$ cat config.mk
export PLATFORM = sky130hd
export DESIGN_NAME = fetch_queue
export DESIGN_NICKNAME = d
export VERILOG_FILES = /design/src/rtl/fetch_queue_pkg.sv /design/src/rtl/fetch_queue.sv
export SDC_FILE = /design/constraint.sdc
export NUM_CORES = 1
export LEC_CHECK = 0
export BUFFER_PORTS_ARGS = -buffer_cell sky130_fd_sc_hd__clkbuf_2
export CAP_MARGIN = 10
export CORE_UTILIZATION = 52
export CTS_CLUSTER_DIAMETER = 30
export DETAILED_ROUTE_END_ITERATION = 6
export GPL_TIMING_DRIVEN = 0
export PLACE_DENSITY = 0.77
export SETUP_SLACK_MARGIN = 0.15
export SYNTH_ARGS = -nofsm -noshare
export SYNTH_HDL_FRONTEND = slang
export SYNTH_SLANG_ARGS = --single-unit
$ cat constraint.sdc
create_clock -name clk -period 2.9 [get_ports clk]
set_input_delay 0.435 -clock clk [delete_from_list [all_inputs] [get_ports clk]]
set_output_delay 0.435 -clock clk [all_outputs]
set_load 0.005 [all_outputs]
$ cat src/rtl/fetch_queue_pkg.sv
// Shared definitions for the IF-to-ID fetch queue.
// Holds the NOP encoding and the default-width queue entry layout.
package fetch_queue_pkg;

    localparam logic [31:0] NOP_INSTR = 32'h0000_0013;

    typedef struct packed {
        logic [31:0] pc;
        logic [31:0] instruction;
    } fetch_entry_t;

endpackage

$ cat src/rtl/fetch_queue.sv
// Circular instruction-fetch queue between IF and ID.
// Flush has priority and empties the queue in one cycle.
module fetch_queue
    import fetch_queue_pkg::*;
#(
    parameter int ADDR_WIDTH = 32,
    parameter int DATA_WIDTH = 32,
    parameter int DEPTH      = 4
) (
    input  logic                       clk,
    input  logic                       rst_n,
    input  logic                       flush_c,
    input  logic                       enq_valid_i,
    output logic                       enq_ready_o,
    input  logic [DATA_WIDTH-1:0]      instruction_i,
    input  logic [ADDR_WIDTH-1:0]      pc_i,
    output logic                       deq_valid_o,
    input  logic                       deq_ready_i,
    output logic [DATA_WIDTH-1:0]      instruction_o,
    output logic [ADDR_WIDTH-1:0]      pc_o,
    output logic [$clog2(DEPTH):0]     count_o
);

    localparam int PW = $clog2(DEPTH);
    localparam int CW = PW + 1;
    localparam int EW = ADDR_WIDTH + DATA_WIDTH;
    localparam logic [CW-1:0] FULL = CW'(DEPTH);
    localparam logic [DATA_WIDTH-1:0] NOP = DATA_WIDTH'(NOP_INSTR);

    logic [PW-1:0] wr_ptr;
    logic [PW-1:0] rd_ptr;
    logic [CW-1:0] count;
    logic [EW-1:0] mem [DEPTH];
    logic [EW-1:0] head;
    logic          enq_fire;
    logic          deq_fire;

    assign enq_ready_o = (count != FULL);
    assign deq_valid_o = (count != '0);
    assign enq_fire    = enq_valid_i && enq_ready_o && !flush_c;
    assign deq_fire    = deq_valid_o && deq_ready_i && !flush_c;

    assign head          = mem[rd_ptr];
    assign instruction_o = deq_valid_o ? head[DATA_WIDTH-1:0] : NOP;
    assign pc_o          = deq_valid_o ? head[EW-1:DATA_WIDTH] : '0;
    assign count_o       = count;

    // Storage carries no reset; validity is tracked by count alone.
    always_ff @(posedge clk) begin
        if (enq_fire) begin
            mem[wr_ptr] <= {pc_i, instruction_i};
        end
    end

    always_ff @(posedge clk or negedge rst_n) begin
        if (!rst_n) begin
            wr_ptr <= '0;
            rd_ptr <= '0;
            count  <= '0;
        end else if (flush_c) begin
            wr_ptr <= '0;
            rd_ptr <= '0;
            count  <= '0;
        end else begin
            if (enq_fire) begin
                wr_ptr <= wr_ptr + 1'b1;
            end
            if (deq_fire) begin
                rd_ptr <= rd_ptr + 1'b1;
            end
            unique case ({enq_fire, deq_fire})
                2'b10:   count <= count + 1'b1;
                2'b01:   count <= count - 1'b1;
                default: count <= count;
            endcase
        end
    end

endmodule
==> impl_metrics.xml <==
<?xml version="1.0" encoding="UTF-8"?>
<metrics>
  <group name="status">
    <metric name="result_of_the_run" unit="">finished, final reports clean</metric>
  </group>
  <group name="min_path">
    <metric name="worst_hold_path_type" unit="">input port to register</metric>
    <metric name="hold_path_cells" unit="">1</metric>
    <metric name="hold_path_end" unit="">mem[3][45]$_DFFE_PP_</metric>
    <metric name="hold_path_startpoint" unit="">pc_i[13]</metric>
  </group>
  <group name="placement">
    <metric name="dpl_cell_area" unit="µm²">11300</metric>
    <metric name="dpl.cell_count" unit="">868</metric>
    <metric name="dpl.hpwl" unit="µm">11800</metric>
    <metric name="final_gp_congestion" unit="">0.785</metric>
    <metric name="numPortBuffers" unit="">136</metric>
  </group>
  <group name="job">
    <metric name="timing.max_cap.violations" unit="">0</metric>
  </group>
  <group name="global_route">
    <metric name="grt_antenna_before_repair" unit="">0</metric>
    <metric name="globalRoute.totalOverflow" unit="">0</metric>
    <metric name="number_of_global_route_vias_before_repair" unit="">5748</metric>
    <metric name="grt_first_pass_wirelength" unit="µm">31100</metric>
    <metric name="grt_max_degree" unit="">36</metric>
    <metric name="global_routing_usage_summed_across_all_routing_layers" unit="%">20.9</metric>
  </group>
  <group name="logic_synthesis">
    <metric name="ys_warn_count" unit="">0</metric>
    <metric name="yosys.area.top_type" unit="">sky130_fd_sc_hd__edfxtp_1</metric>
    <metric name="synth.ff_latch_count" unit="">263</metric>
    <metric name="synth.distinct_cells" unit="">35</metric>
    <metric name="syn_nets" unit="">542</metric>
    <metric name="synth_top_area_share" unit="%">75.1</metric>
    <metric name="netlist_top_cells_area" unit="">sky130_fd_sc_hd__edfxtp_1 75%, sky130_fd_sc_hd__mux4_2 14%, sky130_fd_sc_hd__and2_1 4.0%</metric>
    <metric name="per_instance_average_area_after_synthesis" unit="µm²">21.9</metric>
    <metric name="synth_enable_flop_cells" unit="">256</metric>
    <metric name="postSynth.asyncResetShare" unit="%">2.66</metric>
    <metric name="synthCells" unit="">468</metric>
    <metric name="synth.yosys.seq_area_share" unit="%">76.8</metric>
    <metric name="netlist_area" unit="µm²">10200</metric>
    <metric name="synth_most_common_cell" unit="">sky130_fd_sc_hd__edfxtp_1</metric>
    <metric name="ys.flop_type" unit="">sky130_fd_sc_hd__edfxtp_1</metric>
    <metric name="netlist_top_cells_count" unit="">256 x sky130_fd_sc_hd__edfxtp_1, 65 x sky130_fd_sc_hd__and2_1, 64 x sky130_fd_sc_hd__mux4_2, 9 x sky130_fd_sc_hd__buf_2, 9 x sky130_fd_sc_hd__clkbuf_1</metric>
  </group>
  <group name="critical_path">
    <metric name="criticalPathCategory" unit="">register to output port</metric>
    <metric name="worstSetupStartpointType" unit="">register</metric>
    <metric name="timing.critical_path.required" unit="ns">2.47</metric>
    <metric name="critPathCaptureType" unit="">output port</metric>
    <metric name="critPathArrivalTime" unit="ns">2.19</metric>
    <metric name="crit-reg2reg-launch" unit="">count_o[0]$_DFFE_PN0P_</metric>
    <metric name="crit-reg2reg-capture" unit="">mem[1][33]$_DFFE_PP_</metric>
    <metric name="timing.reg2reg.worst_path_depth" unit="">5</metric>
    <metric name="timing.critical_path.fanout_max" unit="">10</metric>
    <metric name="worst-r2r-setup-slack" unit="ns">0.36</metric>
  </group>
  <group name="cells_and_area">
    <metric name="fin_cells" unit="">952</metric>
    <metric name="diodes" unit="">0</metric>
    <metric name="layout-drive-gt1-share" unit="%">43.8</metric>
    <metric name="finish.instance_area" unit="µm²">13000</metric>
    <metric name="area_growth" unit="%">26.6</metric>
    <metric name="nets_finish" unit="">731</metric>
  </group>
  <group name="timing">
    <metric name="final.min_clock_period" unit="ns">2.62</metric>
    <metric name="timing_worst_slew_pin_value" unit="ns">0.641</metric>
    <metric name="finalCritPeriodShare" unit="%">90.5</metric>
    <metric name="achievable-frequency" unit="MHz">381</metric>
    <metric name="fin_worst_hold_slack" unit="ns">0.126</metric>
    <metric name="tns" unit="ns">0</metric>
    <metric name="final_setup_violations" unit="">0</metric>
    <metric name="final.setup_skew" unit="ns">0.0161</metric>
    <metric name="final-max-slew-violation-count" unit="">0</metric>
    <metric name="slew-limit-headroom" unit="%">57.3</metric>
    <metric name="hold_viol_final" unit="">0</metric>
    <metric name="rsz_0062_raised_after_global_routing" unit="">true</metric>
  </group>
  <group name="floorplan">
    <metric name="die-height" unit="µm">142</metric>
    <metric name="dieArea" unit="µm²">20200</metric>
    <metric name="placement_rows" unit="">50</metric>
    <metric name="initial_core_util" unit="%">53.8</metric>
    <metric name="placeable_core_region" unit="µm²">19000</metric>
    <metric name="die_x" unit="µm">142</metric>
    <metric name="design.portCount" unit="">138</metric>
  </group>
  <group name="routing">
    <metric name="dr_total_vias" unit="">5183</metric>
    <metric name="ant_nets" unit="">0</metric>
    <metric name="drt_initial_violations" unit="">352</metric>
    <metric name="drc" unit="">0</metric>
    <metric name="viasPerCell" unit="">5.44</metric>
    <metric name="routed_wl" unit="µm">20000</metric>
    <metric name="drt-pass1-iter-count" unit="">5</metric>
    <metric name="routed_wire_length_per_instance" unit="µm">21.0</metric>
  </group>
  <group name="power">
    <metric name="p_per_area" unit="nW/µm²">876</metric>
    <metric name="power.ir.vdd_worst" unit="mV">0.554</metric>
    <metric name="p_leak" unit="µW">0.00458</metric>
    <metric name="power" unit="µW">11300</metric>
  </group>
  <group name="clocking">
    <metric name="worst_skew_pair.late_latency" unit="ns">0.52</metric>
    <metric name="cts.path.max_buffers" unit="">3</metric>
    <metric name="cts_tree" unit="">done</metric>
    <metric name="tritoncts_num_sinks" unit="">263</metric>
    <metric name="htreeDepth" unit="">2</metric>
    <metric name="numCtsBuffers" unit="">46</metric>
    <metric name="postCtsSetupRepairBufs" unit="">0</metric>
    <metric name="clkSlewWorstSetupHoldPaths" unit="ns">0.05</metric>
    <metric name="clock-root-buffer" unit="">sky130_fd_sc_hd__clkbuf_16</metric>
  </group>
</metrics>
==> power breakdown <==
group          switching (µW)  total (µW)  internal (µW)
logic                     745        1500            758
clock network            1720        5480           3750
registers                44.5        4360           4320
==> metrics by stage <==
step / worst slack [ns] / util, %
after global routing: 0.149 / 68.1
after global placement: -0.0792 / 59.1
after detailed placement: 0.359 / 59.6
after floorplan: 0.641 / -
after CTS: 0.166 / 68.1
final: 0.276 / 68.1
==> layout by cell type (no fill, tap or decap), drive strengths merged, types with 2 or more instances in the layout <==
| cell | n |
|---|---|
| mux4 | 64 |
| nand3 | 2 |
| and2 | 65 |
| o311ai | 2 |
| clkinv | 14 |
| xor2 | 3 |
| a21oi | 3 |
| or2 | 3 |
| nand3b | 2 |
| nor3 | 3 |
| buf | 20 |
| o21ai | 2 |
| dfrtp | 7 |
| ha | 4 |
| a31oi | 2 |
| clkbuf | 197 |
| bufinv | 9 |
| clkinvlp | 4 |
| edfxtp | 256 |
| inv | 10 |
| nor2 | 5 |
==> cell families after synthesis <==
| group | Yosys count | share of synthesized area (%) |
|---|---|---|
| AOI/OAI and AO/OA | 16 | 1.13 |
| xor gates and xnor gates | 3 | 0.257 |
| adders and majority gates | 5 | 0.685 |
| buffers and inverters | 31 | 1.69 |
| DFF | 263 | 76.8 |
| muxes | 65 | 14.2 |
| and+or+nand+nor | 85 | 5.21 |
==> sequential cells by signal, summed over array words and instances, names as in the netlist <==
register / cells
wr_ptr: 2
rd_ptr: 2
count_o: 3
mem: 256
==> routing by layer <==
metal  wire length [µm]  track usage (%)
met1               7980             25.2
met3               1270             5.38
met5                  0                0
met4                310             6.51
met2              10400             36.8
==> timing repair <==
item / in CTS / in global routing
hold endpoints to repair: 7 / 0
hold buffers: 1 / 0
setup endpoints to repair: 59 / 30
gates resized for setup: 2 / 10
==> worst max-delay path: stages (launching register included) <==
cell	delay (ns)
sky130_fd_sc_hd__dfrtp_1	0.42
sky130_fd_sc_hd__buf_6	0.22
sky130_fd_sc_hd__buf_6	0.22
sky130_fd_sc_hd__mux4_2	0.50
sky130_fd_sc_hd__and2_1	0.19
sky130_fd_sc_hd__clkbuf_2	0.11
==> how the worst max path moves through the flow <==
stage	slack, ns	end	startpoint
finish	0.28	pc_o[10]	rd_ptr[0]$_DFFE_PN0P_
global route	0.15	pc_o[10]	rd_ptr[0]$_DFFE_PN0P_
CTS	0.17	pc_o[4]	count_o[0]$_DFFE_PN0P_
detailed placement	0.36	mem[1][18]$_DFFE_PP_	count_o[0]$_DFFE_PN0P_
global placement	-0.08	mem[1][50]$_DFFE_PP_	flush_c
floorplan	0.64	mem[0][0]$_DFFE_PP_	count_o[0]$_DFFE_PN0P_
==> area by class of cell <==
class / count / area, µm²
Buffer: 25 / 156
Clock buffer: 52 / 1190
Clock inverter: 31 / 407
Fill cell: 1283 / 6070
Inverter: 6 / 22.5
Multi-Input combinational cell: 174 / 2210
Sequential cell: 263 / 7860
Tap cell: 260 / 325
Timing Repair Buffer: 141 / 771
Power figures use the tool's default switching activity.
